$ cat src/rtl/bch_rx_deserializer_pkg.sv
// Shared BCH(15,7,t=2) definitions: GF(16) arithmetic over x^4+x+1,
// code dimensions and the record type carried from deserializer to decoder.
package bch_rx_deserializer_pkg;

  localparam logic [3:0] GF16_PRIM = 4'b0011;
  localparam int         BCH_N     = 15;
  localparam int         BCH_K     = 7;

  typedef enum logic {
    ST_IDLE,
    ST_COLLECT
  } rx_state_t;

  typedef struct packed {
    logic [BCH_N-1:0] data;
    logic [3:0]       s1;
    logic [3:0]       s3;
  } bch_word_t;

  // Multiply by alpha in polynomial basis: shift, then fold x^4 back as x+1.
  function automatic logic [3:0] mul_alpha(input logic [3:0] v);
    return {v[2:0], 1'b0} ^ (v[3] ? GF16_PRIM : 4'b0000);
  endfunction

  function automatic logic [3:0] mul_alpha3(input logic [3:0] v);
    return mul_alpha(mul_alpha(mul_alpha(v)));
  endfunction

endpackage

$ cat src/rtl/bch_word_fifo.sv
// Synchronous FIFO of completed codewords with their syndromes; a push and a
// pop in the same cycle both succeed, even when the FIFO is full.
module bch_word_fifo
  import bch_rx_deserializer_pkg::*;
#(
  parameter int DEPTH = 2
) (
  input  logic      clk,
  input  logic      rst_n,
  input  logic      push,
  input  bch_word_t push_word,
  input  logic      pop,
  output bch_word_t head,
  output logic      full,
  output logic      empty
);

  localparam int AW = $clog2(DEPTH);

  bch_word_t     mem [DEPTH];
  logic [AW:0]   wr_ptr;
  logic [AW:0]   rd_ptr;
  logic          push_en;
  logic          pop_en;

  assign empty   = (wr_ptr == rd_ptr);
  assign full    = (wr_ptr[AW] != rd_ptr[AW]) && (wr_ptr[AW-1:0] == rd_ptr[AW-1:0]);
  assign pop_en  = pop && !empty;
  assign push_en = push && (!full || pop_en);
  assign head    = mem[rd_ptr[AW-1:0]];

  // NOTE: storage is reset on purpose -- the head is visible on the ports
  // while empty and must read as zero rather than X after reset.
  always_ff @(posedge clk or negedge rst_n) begin
    if (!rst_n) begin
      wr_ptr <= '0;
      rd_ptr <= '0;
      for (int i = 0; i < DEPTH; i++) mem[i] <= '0;
    end else begin
      if (push_en) begin
        mem[wr_ptr[AW-1:0]] <= push_word;
        wr_ptr              <= wr_ptr + 1'b1;
      end
      if (pop_en) rd_ptr <= rd_ptr + 1'b1;
    end
  end

endmodule

$ cat src/rtl/bch_rx_deserializer.sv
// Serial receive front end for BCH(15,7): assembles a 15-bit codeword MSB first,
// accumulates S1/S3 by Horner's rule per bit, and queues results for the decoder.
module bch_rx_deserializer
  import bch_rx_deserializer_pkg::*;
#(
  parameter int FIFO_DEPTH = 2
) (
  input  logic             clk,
  input  logic             rst_n,
  input  logic             ser_bit,
  input  logic             ser_valid,
  input  logic             ser_sof,
  input  logic             ovf_clr,
  output logic             word_valid,
  input  logic             word_ready,
  output logic [BCH_N-1:0] word_data,
  output logic [3:0]       word_s1,
  output logic [3:0]       word_s3,
  output logic             word_err,
  output logic             overflow,
  output logic             frame_abort
);

  localparam logic [3:0] LAST_CNT = 4'(BCH_N - 1);

  rx_state_t        state_q, state_d;
  logic [3:0]       cnt_q, cnt_d;
  logic [BCH_N-1:0] sh_q, sh_d;
  logic [3:0]       s1_q, s1_d;
  logic [3:0]       s3_q, s3_d;
  logic             abort_d;
  logic             push;
  bch_word_t        push_word;
  bch_word_t        head;
  logic             fifo_full;
  logic             fifo_empty;
  logic             pop;
  logic             drop;

  // NOTE: every output of this block gets a default first so no path
  // leaves a signal unassigned and no latch is inferred.
  always_comb begin
    state_d = state_q;
    cnt_d   = cnt_q;
    sh_d    = sh_q;
    s1_d    = s1_q;
    s3_d    = s3_q;
    abort_d = 1'b0;
    push    = 1'b0;
    if (ser_valid) begin
      if (ser_sof) begin
        // A sof always restarts collection; any partial frame is thrown away.
        abort_d = (state_q == ST_COLLECT) && (cnt_q != 4'd0);
        state_d = ST_COLLECT;
        cnt_d   = 4'd1;
        sh_d    = {{(BCH_N-1){1'b0}}, ser_bit};
        s1_d    = {3'b000, ser_bit};
        s3_d    = {3'b000, ser_bit};
      end else if (state_q == ST_COLLECT) begin
        sh_d  = {sh_q[BCH_N-2:0], ser_bit};
        s1_d  = mul_alpha(s1_q) ^ {3'b000, ser_bit};
        s3_d  = mul_alpha3(s3_q) ^ {3'b000, ser_bit};
        cnt_d = cnt_q + 4'd1;
        if (cnt_q == LAST_CNT) begin
          push    = 1'b1;
          state_d = ST_IDLE;
          cnt_d   = 4'd0;
        end
      end
    end
    push_word.data = sh_d;
    push_word.s1   = s1_d;
    push_word.s3   = s3_d;
  end

  // NOTE: state registers use non-blocking assignments so every flop
  // samples pre-edge values regardless of statement order.
  always_ff @(posedge clk or negedge rst_n) begin
    if (!rst_n) begin
      state_q     <= ST_IDLE;
      cnt_q       <= 4'd0;
      sh_q        <= '0;
      s1_q        <= 4'd0;
      s3_q        <= 4'd0;
      frame_abort <= 1'b0;
    end else begin
      state_q     <= state_d;
      cnt_q       <= cnt_d;
      sh_q        <= sh_d;
      s1_q        <= s1_d;
      s3_q        <= s3_d;
      frame_abort <= abort_d;
    end
  end

  assign pop  = word_valid && word_ready;
  assign drop = push && fifo_full && !pop;

  // A drop in the same cycle as a clear wins, so no loss goes unreported.
  always_ff @(posedge clk or negedge rst_n) begin
    if (!rst_n)       overflow <= 1'b0;
    else if (drop)    overflow <= 1'b1;
    else if (ovf_clr) overflow <= 1'b0;
  end

  bch_word_fifo #(
    .DEPTH (FIFO_DEPTH)
  ) u_fifo (
    .clk       (clk),
    .rst_n     (rst_n),
    .push      (push),
    .push_word (push_word),
    .pop       (pop),
    .head      (head),
    .full      (fifo_full),
    .empty     (fifo_empty)
  );

  assign word_valid = !fifo_empty;
  assign word_data  = head.data;
  assign word_s1    = head.s1;
  assign word_s3    = head.s3;
  assign word_err   = (head.s1 != 4'd0) || (head.s3 != 4'd0);

endmodule
$ cat config.mk
export PLATFORM = sky130hd
export DESIGN_NAME = bch_rx_deserializer
export DESIGN_NICKNAME = d
export VERILOG_FILES = /design/src/rtl/bch_rx_deserializer_pkg.sv /design/src/rtl/bch_word_fifo.sv /design/src/rtl/bch_rx_deserializer.sv
export SDC_FILE = /design/constraint.sdc
export NUM_CORES = 1
export LEC_CHECK = 0
export CORE_MARGIN = 3
export CORE_UTILIZATION = 35
export CTS_BUF_LIST = sky130_fd_sc_hd__clkbuf_8
export DETAILED_ROUTE_END_ITERATION = 8
export SYNTH_ARGS = -nofsm -noshare
export SYNTH_HDL_FRONTEND = slang
export SYNTH_SLANG_ARGS = --single-unit
$ cat constraint.sdc
create_clock -name clk -period 7.1 [get_ports clk]
set_clock_uncertainty 0.2 [all_clocks]
set_input_delay 1.42 -clock clk [delete_from_list [all_inputs] [get_ports clk]]
set_output_delay 1.42 -clock clk [all_outputs]
set_load 0.03 [all_outputs]
# ---- Word-level counts from Yosys, hierarchy flattened
# Cells that the tools add are included.
dict set report totals {
  wordCells 85
  output_inout_bits 27
  register_bits 80
  input_bits 7
}
dict set report classes {
  reduce_logical 19
  n_lt_le_gt_ge 3
  mux 33
  addsub 3
  n_bitwise 8
  n_eq_ne 4
}
# op n
set op_table {}
lappend op_table {{23-bit two-way mux} 4}
lappend op_table {{46-bit bitwise mux} 1}
lappend op_table {{15-bit two-way mux} 3}
lappend op_table {{4-bit two-way mux} 9}
lappend op_table {{23-bit demux with 1-bit select} 1}
lappend op_table {{4-bit by 2-bit bitwise XOR with 4-bit output} 4}
lappend op_table {{4-bit nonzero test} 3}
lappend op_table {{1-bit two-way mux} 11}
lappend op_table {{1-bit logical AND} 8}
lappend op_table {{2-bit two-way mux} 4}
lappend op_table {{4-bit by 1-bit bitwise XOR with 4-bit output} 2}
lappend op_table {{2-bit by 1-bit adder with 2-bit output (second input constant)} 2}
lappend op_table {{4-bit by 1-bit adder with 4-bit output (second input constant)} 1}
lappend op_table {{4-bit == test (second input constant)} 1}
lappend op_table {{2-bit >= comparator (second input constant)} 2}
lappend op_table {{1-bit NOT with 2-bit output} 2}
lappend op_table {{2-bit nonzero test} 2}
lappend op_table {{1-bit zero test} 3}
lappend op_table {{2-bit == test} 1}
lappend op_table {{1-bit logical OR} 2}
lappend op_table {{2-bit by 1-bit < comparator with 1-bit output (second input constant)} 1}
lappend op_table {{2-bit AND reduction} 1}
lappend op_table {{1-bit == test} 1}
lappend op_table {{1-bit != test} 1}

# ---- Longest topological paths before layout
dict set report depth {
  word_depth 11
  mapped_depth 8
  depth_no_buf 6
}

# ---- Cells and area by module
# Synthesis repeated with hierarchy kept, for this count alone.
dict set report hier_totals {
  cells_unflattened 271
  hier_area_um2 3713.6
}
# mod cells_per_inst seq_area_each_um2 area_each_um2 n_inst
set by_module_without_submodules {}
lappend by_module_without_submodules {bch_word_fifo 149 1251.2 2307.2 1}
lappend by_module_without_submodules {bch_rx_deserializer 122 750.7 1406.3 1}

# ---- Least setup slack after synthesis
# Ideal clock, no wire load.
dict set report synth_timing {
  path_kind {register to output}
  from {reg u_fifo.rd_ptr[0]}
  to {out word_err}
  path_stages_with_launch 4
  required_time_ns 5.480
  t_arrival_ns 1.809
  setup_slack_ns 3.671
  path_cell_list {dfrtp_1 buf_1 mux2_2 or4_1}
}
dict set report synth_between {
  elab_chain_cells 6
  word_cells_on_any_way 7
  cone_classes {mux (3); bitwise (1); reduce/logical (3)}
}
# item line_no
set synth_lines {}
lappend synth_lines {{start: declaration} bch_word_fifo.sv:22} ;# logic [AW:0] rd_ptr;
lappend synth_lines {{start signal: assignment} bch_word_fifo.sv:44} ;# if (pop_en) rd_ptr <= rd_ptr + 1'b1;
lappend synth_lines {{1-bit NOT with 2-bit output (not written as such)} bch_word_fifo.sv:30} ;# assign head = mem[rd_ptr[AW-1:0]];
lappend synth_lines {{23-bit two-way mux (not written as such) (3 in series)} bch_word_fifo.sv:30}
lappend synth_lines {{net word_s3[2]} bch_rx_deserializer.sv:18} ;# output logic [3:0] word_s3,
lappend synth_lines {{4-bit nonzero test} bch_rx_deserializer.sv:123} ;# assign word_err = (head.s1 != 4'd0) || (head.s3 != 4'd0);
lappend synth_lines {{1-bit logical OR} bch_rx_deserializer.sv:123}
lappend synth_lines {{end: declaration} bch_rx_deserializer.sv:19} ;# output logic word_err,
# The timed path passes the listed nets, and every way through them passes these cells. The select of a mux whose other input is x is not followed.

# ---- Final worst setup path
dict set report layout_timing {
  from {reg u_fifo.rd_ptr[0]}
  to {out word_err}
}
dict set report layout_between {
  elab_chain_cells 6
  word_cells_on_any_way 7
  cone_classes {mux (3); bitwise (1); reduce/logical (3)}
}
# item line_no
set layout_lines {}
lappend layout_lines {{1-bit NOT with 2-bit output (not written as such) (*)} bch_word_fifo.sv:30}
lappend layout_lines {{23-bit two-way mux (not written as such) (*) (3 in series)} bch_word_fifo.sv:30}
lappend layout_lines {{4-bit nonzero test} bch_rx_deserializer.sv:123}
lappend layout_lines {{1-bit logical OR (*)} bch_rx_deserializer.sv:123}
# Mark *: on every way between the ends. The rest lies on a longest branch, timed or not. The select of a mux whose other input is x is not followed.

==> impl_metrics.tcl <==
set metrics [dict create \
    drive_gt1_frac 0.295 \
    multi_input_area_mm2 0.00164 \
    cts-root-buf "clkbuf_8" \
    p_per_area_mw_per_mm2 233 \
    rsz0062_at_grt "no" \
    area_growth_pct 15.7 \
    fp.dieH_um 110 \
    regArea_mm2 0.00200 \
    hpwl_mm 4.72 \
    chipWidth_um 110 \
    cts_max_path_buffers 2 \
    nNetsFinal 325 \
    timing.fmax_mhz 238 \
    leakage_nw 2.03 \
    synth_cell_types 42 \
    synth_area_leaders "dfrtp_1, mux2_2, mux2_4" \
    first_pass_iters 4 \
    hold_viol 0 \
    fin_crit_sh 0.591 \
    hold_path_depth 1 \
    yosys-top-cells-count "dfrtp_1, mux2_2, mux2_4, o2bb2ai_1, a22oi_1" \
    h-tree-depth 3 \
    drt.antenna.violating_nets 0 \
    synth-edff-count 0 \
    dpl_cell_area_mm2 0.00419 \
    status "complete, no violations" \
    yosysMostFrequentCell "dfrtp_1" \
    cp.required_ns 5.48 \
    gp_congestion 0.802 \
    tightest_slew_ns 1.00 \
    syn_nets 297 \
    drtIter0Drc 67 \
    numCtsBuffers 9 \
    maxCapViolCount 0 \
    initial_core_util 0.363 \
    grt_max_degree 81 \
    io_pins 34 \
    fin_area_mm2 0.00438 \
    nFillCells 951 \
    die_area_mm2 0.0121 \
    cts_resized 0 \
    post_cts_buffers 0 \
    path_delay_family "buffers and inverters" \
    seq_area_frac_synth 0.529 \
    grt_pass1_wl_mm 12.8 \
    ys.flop_type "dfrtp_1" \
    synth_area_mm2 0.00378 \
    core_mm2 0.0104 \
    ir_worst_vdd_v 0.000146 \
    yosys_warnings 0 \
    cts_tree "yes" \
    async_flop_share 1.00 \
    num_vias 2384 \
    tns_ns 0 \
    clk_latency_ns 0.35 \
    worstPathArrival_ns 2.58 \
    clock-sinks 80 \
    wl_mm 7.51 \
    worst-path-max-fanout 30 \
    r2r_cells 6 \
    slew_viol_final 0 \
    grt.total_usage 0.138 \
    wl_per_cell_um 16.5 \
    drt-vias-per-instance 5.24 \
    num_antenna_cells 0 \
    setup_violations 0 \
    avgSynthCellArea_um2 13.2 \
    syn_inst 287 \
    fin_crit_ns 4.20 \
    slowest_stage "clkdlybuf4s50_1" \
    startpoint_type "register" \
    synth.ff_latch_count 80 \
    yosysTopAreaCell "dfrtp_1" \
    worstPathCellList "buf_4 -> mux2_2 -> or4_1 -> clkdlybuf4s50_1" \
    path_class "reg -> out" \
    path_clk_slew_ns 0.08 \
    path_buf_inv 2 \
    grt_antenna_before_repair 0 \
    max_stage_delay_ns 0.61 \
    worstSetupPathDepth 4 \
    end_kind "output port" \
    synth_top_area_frac 0.529 \
    portBuffers 33 \
    fp-row-count 37 \
    route.detailed.drc 0 \
    grt.overflow.total 0 \
    grt_pass1_vias 2449 \
    slew_headroom 0.332 \
    worstHoldPathType "reg -> reg" \
    postCtsHoldBufs 0 \
]
[cell type report]
| class | instances | share of cell area |
|---|---|---|
| timing repair buffer | 37 | 0.0817 |
| inverter | 6 | 0.00514 |
| multi-input combinational | 181 | 0.375 |
| clock inverter | 6 | 0.0140 |
| sequential | 80 | 0.457 |
| clock buffer | 9 | 0.0283 |
| tap | 136 | 0.0389 |
[sequential cells by signal (all words and copies together) (netlist names), 2 cells and up]
register / count
u_fifo.rd_ptr: 2
u_fifo.mem: 46
cnt_q: 4
s1_q: 4
s3_q: 4
u_fifo.wr_ptr: 2
sh_q: 15
[path summary, 6_finish.rpt]
| kind | start | slack, ns | to |
|---|---|---|---|
| max in group asynchronous | rst_n | 5.01 | sh_q[1]$_DFF_PN0_ |
| hold reg to reg | u_fifo.rd_ptr[1]$_DFFE_PN0P_ | 0.30 | u_fifo.rd_ptr[1]$_DFFE_PN0P_ |
| setup reg to reg | u_fifo.rd_ptr[0]$_DFFE_PN0P_ | 4.18 | u_fifo.mem[8]$_DFFE_PN0P_ |
| hold / removal | u_fifo.rd_ptr[1]$_DFFE_PN0P_ | 0.30 | u_fifo.rd_ptr[1]$_DFFE_PN0P_ |
| setup / recovery | u_fifo.rd_ptr[0]$_DFFE_PN0P_ | 2.90 | word_err |
| min in group asynchronous | rst_n | 1.04 | u_fifo.mem[26]$_DFFE_PN0P_ |
[power by group]
| part | total, mW | switching [mW] | internal [mW] |
|---|---|---|---|
| sequential | 0.504 | 0.0242 | 0.480 |
| clock | 0.322 | 0.163 | 0.159 |
| combinational | 0.195 | 0.114 | 0.0814 |
| total | 1.02 | 0.301 | 0.721 |
[per-layer routing]
metal,share of wire,global-route usage,vias to the layer above
li1,-,-,1125
met1,0.47,0.183,1208
met2,0.48,0.217,43
met3,0.039,0.0419,8
met4,0.014,0.0410,0
met5,0,0,-
[cells by family after synthesis]
group	after synthesis	synth area share
simple gates	40	0.0642
compound gates	62	0.118
fa+ha+maj	3	0.00992
mux	70	0.227
flops	80	0.529
buf+inv	26	0.0374
xor+xnor	6	0.0139
[stage by stage]
stage	total power, mW	cells	hold WS [ns]	worst slack (ns)	util
2_1_floorplan	0.647	287	0.266	3.67	-
3_3_place_gp	0.708	440	0.282	2.74	0.403
3_5_place_dp	0.712	440	0.287	2.70	0.403
4_1_cts	1.03	455	0.305	2.88	0.420
5_1_grt	1.08	455	0.316	2.80	0.420
6_report	1.02	455	0.302	2.90	0.420
[placed cells by master, fill, tap and decap left out, types with 4 or more instances in the layout]
cell type / instances
o2bb2ai_1: 19
dfrtp_1: 80
nand3b_1: 4
clkbuf_8: 9
a21oi_1: 9
nand2_1: 8
o21ai_0: 7
nor2_1: 6
inv_1: 5
mux2_2: 51
buf_4: 5
xnor2_1: 5
a22oi_1: 15
clkdlybuf4s50_1: 32
mux2_4: 19
Power figures use the tool's default switching activity.
